===== src/rtl/rpn_pkg.sv =====
// Shared opcode, error-code and FSM-state types for the RPN stack controller.
package rpn_pkg;

    localparam int unsigned BASE_TEN = 10;

    typedef enum logic [2:0] {
        OpDigit = 3'd0,
        OpEnter = 3'd1,
        OpAdd   = 3'd2,
        OpSub   = 3'd3,
        OpMul   = 3'd4,
        OpDiv   = 3'd5,
        OpDrop  = 3'd6,
        OpClear = 3'd7
    } rpn_op_e;

    typedef enum logic [2:0] {
        ErrNone      = 3'd0,
        ErrUnderflow = 3'd1,
        ErrOverflow  = 3'd2,
        ErrDivZero   = 3'd3,
        ErrBadDigit  = 3'd4,
        ErrNoDiv     = 3'd5
    } rpn_err_e;

    typedef enum logic [2:0] {
        StIdle  = 3'd0,
        StDiv   = 3'd1,
        StPop   = 3'd2,
        StWrite = 3'd3,
        StClear = 3'd4
    } rpn_state_e;

endpackage


===== src/rtl/rpn_divider.sv =====
// Unsigned restoring divider, one quotient bit per cycle, WIDTH iterations after start.
// done is high during the final iteration; quotient is valid from the following cycle.
module rpn_divider #(
    parameter int unsigned WIDTH = 32
) (
    input  logic             clock,
    input  logic             reset,
    input  logic             start,
    input  logic [WIDTH-1:0] dividend,
    input  logic [WIDTH-1:0] divisor,
    output logic             done,
    output logic [WIDTH-1:0] quotient
);

    localparam int unsigned CntW = $clog2(WIDTH + 1);

    logic [WIDTH-1:0] rem_q, rem_d;
    logic [WIDTH-1:0] quo_q, quo_d;
    logic [WIDTH-1:0] dsr_q, dsr_d;
    logic [CntW-1:0]  cnt_q, cnt_d;
    logic [WIDTH:0]   shifted;
    logic [WIDTH:0]   diff;

    always_comb begin
        shifted = {rem_q, quo_q[WIDTH-1]};
        diff    = shifted - {1'b0, dsr_q};
        rem_d   = rem_q;
        quo_d   = quo_q;
        dsr_d   = dsr_q;
        cnt_d   = cnt_q;
        if (start) begin
            rem_d = '0;
            quo_d = dividend;
            dsr_d = divisor;
            cnt_d = CntW'(WIDTH);
        end else if (cnt_q != '0) begin
            // A negative trial difference means restore the shifted remainder.
            rem_d = diff[WIDTH] ? shifted[WIDTH-1:0] : diff[WIDTH-1:0];
            quo_d = {quo_q[WIDTH-2:0], ~diff[WIDTH]};
            cnt_d = cnt_q - CntW'(1);
        end
    end

    always_ff @(posedge clock) begin
        if (reset) begin
            rem_q <= '0;
            quo_q <= '0;
            dsr_q <= '0;
            cnt_q <= '0;
        end else begin
            rem_q <= rem_d;
            quo_q <= quo_d;
            dsr_q <= dsr_d;
            cnt_q <= cnt_d;
        end
    end

    assign done     = (cnt_q == CntW'(1));
    assign quotient = quo_q;

endmodule


===== src/rtl/rpn_stack_controller.sv =====
// RPN keypad command sequencer: each accepted command becomes single-cycle registered stack strobes.
// Hardware DIV is built only when RPN_DIVIDER_EN is defined; otherwise DIV reports NO_DIV.
module rpn_stack_controller #(
    parameter int unsigned WIDTH     = 32,
    parameter int unsigned MAX_COUNT = 63
) (
    input  logic             clock,
    input  logic             reset,
    input  logic             cmd_valid,
    output logic             cmd_ready,
    input  logic [2:0]       cmd_op,
    input  logic [3:0]       cmd_digit,
    output logic             stk_push,
    output logic             stk_pop,
    output logic             stk_write,
    output logic [WIDTH-1:0] stk_value,
    input  logic [WIDTH-1:0] stk_top,
    input  logic [WIDTH-1:0] stk_next,
    input  logic [5:0]       stk_count,
    input  logic             stk_error,
    output logic             busy,
    output logic [2:0]       err_code
);

    import rpn_pkg::*;

    rpn_state_e       state_q, state_d;
    rpn_op_e          op, op_q;
    rpn_err_e         err_q, err_d, new_err;
    logic [WIDTH-1:0] opa_q, opb_q;
    logic [WIDTH-1:0] value_q, value_d;
    logic [WIDTH-1:0] result;
    logic             push_q, push_d;
    logic             pop_q, pop_d;
    logic             write_q, write_d;
    logic             accept;
    logic             have_two;
    logic             full;
    logic             top_zero;
    logic             clr_more;

    assign op        = rpn_op_e'(cmd_op);
    assign cmd_ready = (state_q == StIdle);
    assign busy      = (state_q != StIdle);
    assign accept    = cmd_valid & cmd_ready;
    assign have_two  = (stk_count >= 6'd2);
    assign full      = (32'(stk_count) >= MAX_COUNT);
    assign top_zero  = (stk_top == '0);
    // stk_count lags a pop in flight by one cycle, so discount it while draining.
    assign clr_more  = (stk_count > (pop_q ? 6'd2 : 6'd1));

`ifdef RPN_DIVIDER_EN
    logic             div_start;
    logic             div_done;
    logic [WIDTH-1:0] div_quotient;

    assign div_start = accept && (op == OpDiv) && have_two && !top_zero;

    rpn_divider #(
        .WIDTH(WIDTH)
    ) u_divider (
        .clock   (clock),
        .reset   (reset),
        .start   (div_start),
        .dividend(stk_next),
        .divisor (stk_top),
        .done    (div_done),
        .quotient(div_quotient)
    );
`endif

    // State register
    always_ff @(posedge clock) begin
        if (reset) begin
            state_q <= StClear;
        end else begin
            state_q <= state_d;
        end
    end

    // Next-state logic
    always_comb begin
        state_d = state_q;
        unique case (state_q)
            StIdle: begin
                if (accept) begin
                    unique case (op)
                        OpAdd, OpSub, OpMul: begin
                            if (have_two) state_d = StPop;
                        end
`ifdef RPN_DIVIDER_EN
                        OpDiv: begin
                            if (have_two && !top_zero) state_d = StDiv;
                        end
`endif
                        OpClear: state_d = StClear;
                        default: state_d = StIdle;
                    endcase
                end
            end
`ifdef RPN_DIVIDER_EN
            StDiv:   if (div_done) state_d = StPop;
`else
            StDiv:   state_d = StIdle;
`endif
            StPop:   state_d = StWrite;
            StWrite: state_d = StIdle;
            StClear: if (!clr_more) state_d = StIdle;
            default: state_d = StClear;
        endcase
    end

    always_comb begin
        result = '0;
        unique case (op_q)
            OpAdd:   result = opa_q + opb_q;
            OpSub:   result = opa_q - opb_q;
            OpMul:   result = opa_q * opb_q;
`ifdef RPN_DIVIDER_EN
            OpDiv:   result = div_quotient;
`endif
            default: result = '0;
        endcase
    end

    // Output logic: strobes are decided here and registered, so each lands with its state.
    always_comb begin
        push_d  = 1'b0;
        pop_d   = 1'b0;
        write_d = 1'b0;
        value_d = value_q;
        new_err = ErrNone;
        unique case (state_q)
            StIdle: begin
                if (accept) begin
                    unique case (op)
                        OpDigit: begin
                            if (cmd_digit > 4'd9) begin
                                new_err = ErrBadDigit;
                            end else begin
                                write_d = 1'b1;
                                value_d = stk_top * WIDTH'(BASE_TEN) + WIDTH'(cmd_digit);
                            end
                        end
                        OpEnter: begin
                            if (full) new_err = ErrOverflow;
                            else      push_d  = 1'b1;
                        end
                        OpAdd, OpSub, OpMul: begin
                            if (!have_two) new_err = ErrUnderflow;
                            else           pop_d   = 1'b1;
                        end
                        OpDiv: begin
`ifdef RPN_DIVIDER_EN
                            if (!have_two)    new_err = ErrUnderflow;
                            else if (top_zero) new_err = ErrDivZero;
`else
                            new_err = ErrNoDiv;
`endif
                        end
                        OpDrop: begin
                            if (stk_count == 6'd1) begin
                                write_d = 1'b1;
                                value_d = '0;
                            end else begin
                                pop_d = 1'b1;
                            end
                        end
                        OpClear: ;
                        default: ;
                    endcase
                end
            end
`ifdef RPN_DIVIDER_EN
            StDiv:   if (div_done) pop_d = 1'b1;
`else
            StDiv:   ;
`endif
            StPop: begin
                write_d = 1'b1;
                value_d = result;
            end
            StWrite: ;
            StClear: begin
                if (clr_more) begin
                    pop_d = 1'b1;
                end else begin
                    write_d = 1'b1;
                    value_d = '0;
                end
            end
            default: ;
        endcase

        // First error sticks until CLEAR; stack overflow is reported from any state.
        err_d = err_q;
        if (accept && (op == OpClear)) begin
            err_d = ErrNone;
        end else if (err_q == ErrNone) begin
            if (new_err != ErrNone) err_d = new_err;
            else if (stk_error)     err_d = ErrOverflow;
        end
    end

    always_ff @(posedge clock) begin
        if (reset) begin
            push_q  <= 1'b0;
            pop_q   <= 1'b0;
            write_q <= 1'b0;
            value_q <= '0;
            err_q   <= ErrNone;
            op_q    <= OpDigit;
            opa_q   <= '0;
            opb_q   <= '0;
        end else begin
            push_q  <= push_d;
            pop_q   <= pop_d;
            write_q <= write_d;
            value_q <= value_d;
            err_q   <= err_d;
            if (accept) begin
                op_q  <= op;
                opa_q <= stk_next;
                opb_q <= stk_top;
            end
        end
    end

    assign stk_push  = push_q;
    assign stk_pop   = pop_q;
    assign stk_write = write_q;
    assign stk_value = value_q;
    assign err_code  = err_q;

endmodule


===== config.mk =====
export PLATFORM = sky130hd
export DESIGN_NAME = rpn_stack_controller
export DESIGN_NICKNAME = d
export VERILOG_FILES = /design/src/rtl/rpn_pkg.sv /design/src/rtl/rpn_divider.sv /design/src/rtl/rpn_stack_controller.sv
export SDC_FILE = /design/constraint.sdc
export NUM_CORES = 2
export LEC_CHECK = 0
export CAP_MARGIN = 20
export CORE_MARGIN = 2
export CORE_UTILIZATION = 45
export CTS_BUF_LIST = sky130_fd_sc_hd__clkbuf_16
export DETAILED_ROUTE_END_ITERATION = 6
export SLEW_MARGIN = 20
export SYNTH_ARGS = -nofsm -noshare
export SYNTH_HDL_FRONTEND = slang
export SYNTH_SLANG_ARGS = --single-unit

===== constraint.sdc =====
create_clock -name clock -period 18.4 [get_ports clock]
set_input_delay 1.84 -clock clock [delete_from_list [all_inputs] [get_ports clock]]
set_output_delay 1.84 -clock clock [all_outputs]
set_load 0.005 [all_outputs]

==> metrics.txt <==
routability cong. 0.917; layout cells sized above 1 3.48%; R2R Path End stk_value[31]; clk buf depth 2; maximum clock frequency 118 MHz; Fin. Hold Viols 0; synthesized area 25300 sq um; fin nets 3722; CTS sink cnt 108; first-pass iteration count of the detailed router 5; Post-DP HPWL 61.0 mm; largest net degree at the start of global routing 68; relative slew slack 29.8%; Area Overhead vs Synth 8.53%; Clock transition at path regs 0.09 ns; ant diodes 0; Syn Inst Count 3010; CTS H-tree lvls 3; first-pass GRT wire length 123 mm; Reg2Reg Depth 24; die width 241 um; ys async rst share 0%; root buf cell clkbuf_16; Row Count 86; latest clock arrival within the worst-skew pair 0.39 ns; worst hold slack 0.460 ns; worst slew pin tran 1.05 ns; Post-synth EDFFs 0; Worst EP arrival 8.72 ns; initial antenna violation count 2; vias in the first global route 22100; Total Wirelength 77.3 mm; Synth area leader fa_1; worst min-delay path startpoint opb_q[1]; R2R Path Start opb_q[5]; RSZ-0062 raised after global routing no; Final Max Tran Viols 0; CP Max Fanout 30; core box area 55300 sq um; # resized after CTS 0; vias post-DR 20900; endpoints failing setup 0; status finished clean; Antenna Violating Nets Remaining 0; top cells by area, synth fa_1 (33%), ha_1 (11%), dfxtp_1 (8.6%); Avg Cell Area, Syn 8.39 sq um; Tcrit/Tclk final 45.9%; CTS tree built; Yosys top cell area share 32.6%; GRT overflow 0; Die Ht 241 um; CTS Hold Bufs 0; CP Class flop to flop; setup bufs post-CTS 0; CP endpoint kind flop; Final TNS setup 0 ns; Yosys cell types 97; worst min path class flop to flop; post-synthesis net count 3718; Residual DRC 0; Worst Skew 0.0109 ns; vias per cell 5.56; die area 58100 sq um; worst path required time 18.67 ns; P_leak 0.0126 uW; post-synthesis sequential area ratio 8.56%; Detailed Route Iter0 Violations 1241; IO Pins 121; warnings from Yosys 0; hold path cells 2; Num CTS Buffers 9; initial core utilization 45.7%; max-cap viol count 0; Routed WL per cell 20.5 um; R2R Setup Slk 9.95 ns; Total GRT Usage 27.5%; CP startpoint kind flop; number of synthesized register bits 108; Hold Path End opb_q[1]; power per cell area 62.1 nW/um^2; maximum VDD drop 0.0000736 V; fin crit period 8.45 ns; ys flop type dfxtp_1; port bufs 120
[cells by family (layout without fill, tap and decap cells)]
logic type	count (synthesis)	count (layout)	synth area share (%)
simple gates	1047	1047	20.9
flops	108	108	8.56
compound gates	461	461	12.2
fa+ha+maj	627	627	43.3
xor+xnor	175	175	6.10
buf+inv	586	595	8.74
mux	6	6	0.238
[per-stage QoR]
stage	utilization [%]	instances	setup WS, ns	cell area (sq um)	power [uW]
final	49.6	3767	9.95	27400	1700
after global routing	49.6	3767	9.51	27400	1830
after CTS	49.6	3767	10.00	27400	1700
after detailed placement	49.0	3751	10.06	27100	1470
after global placement	49.0	3751	10.11	27100	1460
after floorplan	-	3010	11.04	25300	1100
[synthesized netlist by cell type (37+ instances only)]
cell type and number:
a21o_1 37, clkbuf_1 165, a21oi_1 133, nor3_1 55
nand2_1 430, ha_1 216, xnor2_1 119, o21ai_0 75
nor2_1 106, fa_1 411, and2_1 321, inv_1 413
xor2_1 55, dfxtp_1 108
[worst max-delay path: stages, from the launching register on]
cell and delay (ns):
dfxtp_1 1.02, and2_1 0.27, fa_1 0.42, fa_1 0.49, fa_1 0.52, inv_1 0.05, fa_1 0.47, inv_1 0.05
fa_1 0.51, inv_1 0.06, fa_1 0.54, inv_1 0.05, fa_1 0.49, fa_1 0.44, ha_1 0.41, nand4_1 0.15
a211oi_1 0.32, nand2_1 0.09, o211ai_1 0.46, a211oi_1 0.17, nor3_1 0.47, a31oi_1 0.18, xnor2_1 0.21, nor2_1 0.07
o41a_1 0.41
[layout by cell type (no fill, tap or decap), types with 5 or more instances in the layout]
cell,instances
a211oi_1,20
clkbuf_16,9
a21oi_1,133
buf_4,47
nor2_1,106
nand3_1,29
a211o_1,8
o31ai_1,16
dfxtp_1,106
mux2i_1,6
nor3_1,55
o21ai_1,10
a221oi_1,22
a21o_1,37
nor4_1,7
and3_1,11
o32ai_1,5
o21a_1,24
o211ai_1,8
o22ai_1,14
nand2_1,429
xnor2_1,119
xor2_1,55
inv_1,413
fa_1,411
clkdlybuf4s50_1,119
a311oi_1,5
and2_1,320
or3_1,15
nor2b_1,12
nand2b_1,15
nand4_1,10
ha_1,216
a31oi_1,16
o41ai_1,5
o21ai_0,75
[flip-flops by register name, summed over array words and instances, names as in the netlist]
name and flops:
stk_push 1, opb_q 32, stk_pop 1, opa_q 32, err_code 3, stk_write 1, stk_value 32, op_q 3
state_q 3
[layer usage]
metal	wire, um	part of all wire [%]	GRT usage (%)
met1	34800	45	38.3
met2	35800	46	45.2
met3	4090	5.3	2.77
met4	2620	3.4	8.77
met5	27	0.035	0
[worst max path at each step]
stage | cells past startpoint | start | slack (ns) | end
2_1_floorplan | 26 | opb_q[7] | 11.04 | stk_value[31]
3_3_place_gp | 24 | opb_q[6] | 10.11 | stk_value[31]
3_5_place_dp | 24 | opb_q[5] | 10.06 | stk_value[31]
4_1_cts | 24 | opb_q[6] | 10.00 | stk_value[31]
5_1_grt | 24 | opb_q[5] | 9.51 | stk_value[31]
6_report | 24 | opb_q[5] | 9.95 | stk_value[31]
[layout make-up]
class | instances | area, sq um
Multi-Input combinational cell | 2316 | 20900
Inverter | 413 | 1550
Tap cell | 748 | 936
Fill cell | 5414 | 27900
Clock buffer | 9 | 225
Timing Repair Buffer | 166 | 1540
Sequential cell | 108 | 2160
Clock inverter | 7 | 80.1
[report_power, final]
| group | leakage [uW] | switching [uW] | internal, uW |
|---|---|---|---|
| combinational | 0.0116 | 675 | 455 |
| sequential | 0.000880 | 71.0 | 282 |
| clock | 0.000149 | 111 | 108 |
Note: power is estimated with default switching activity, not from simulation.
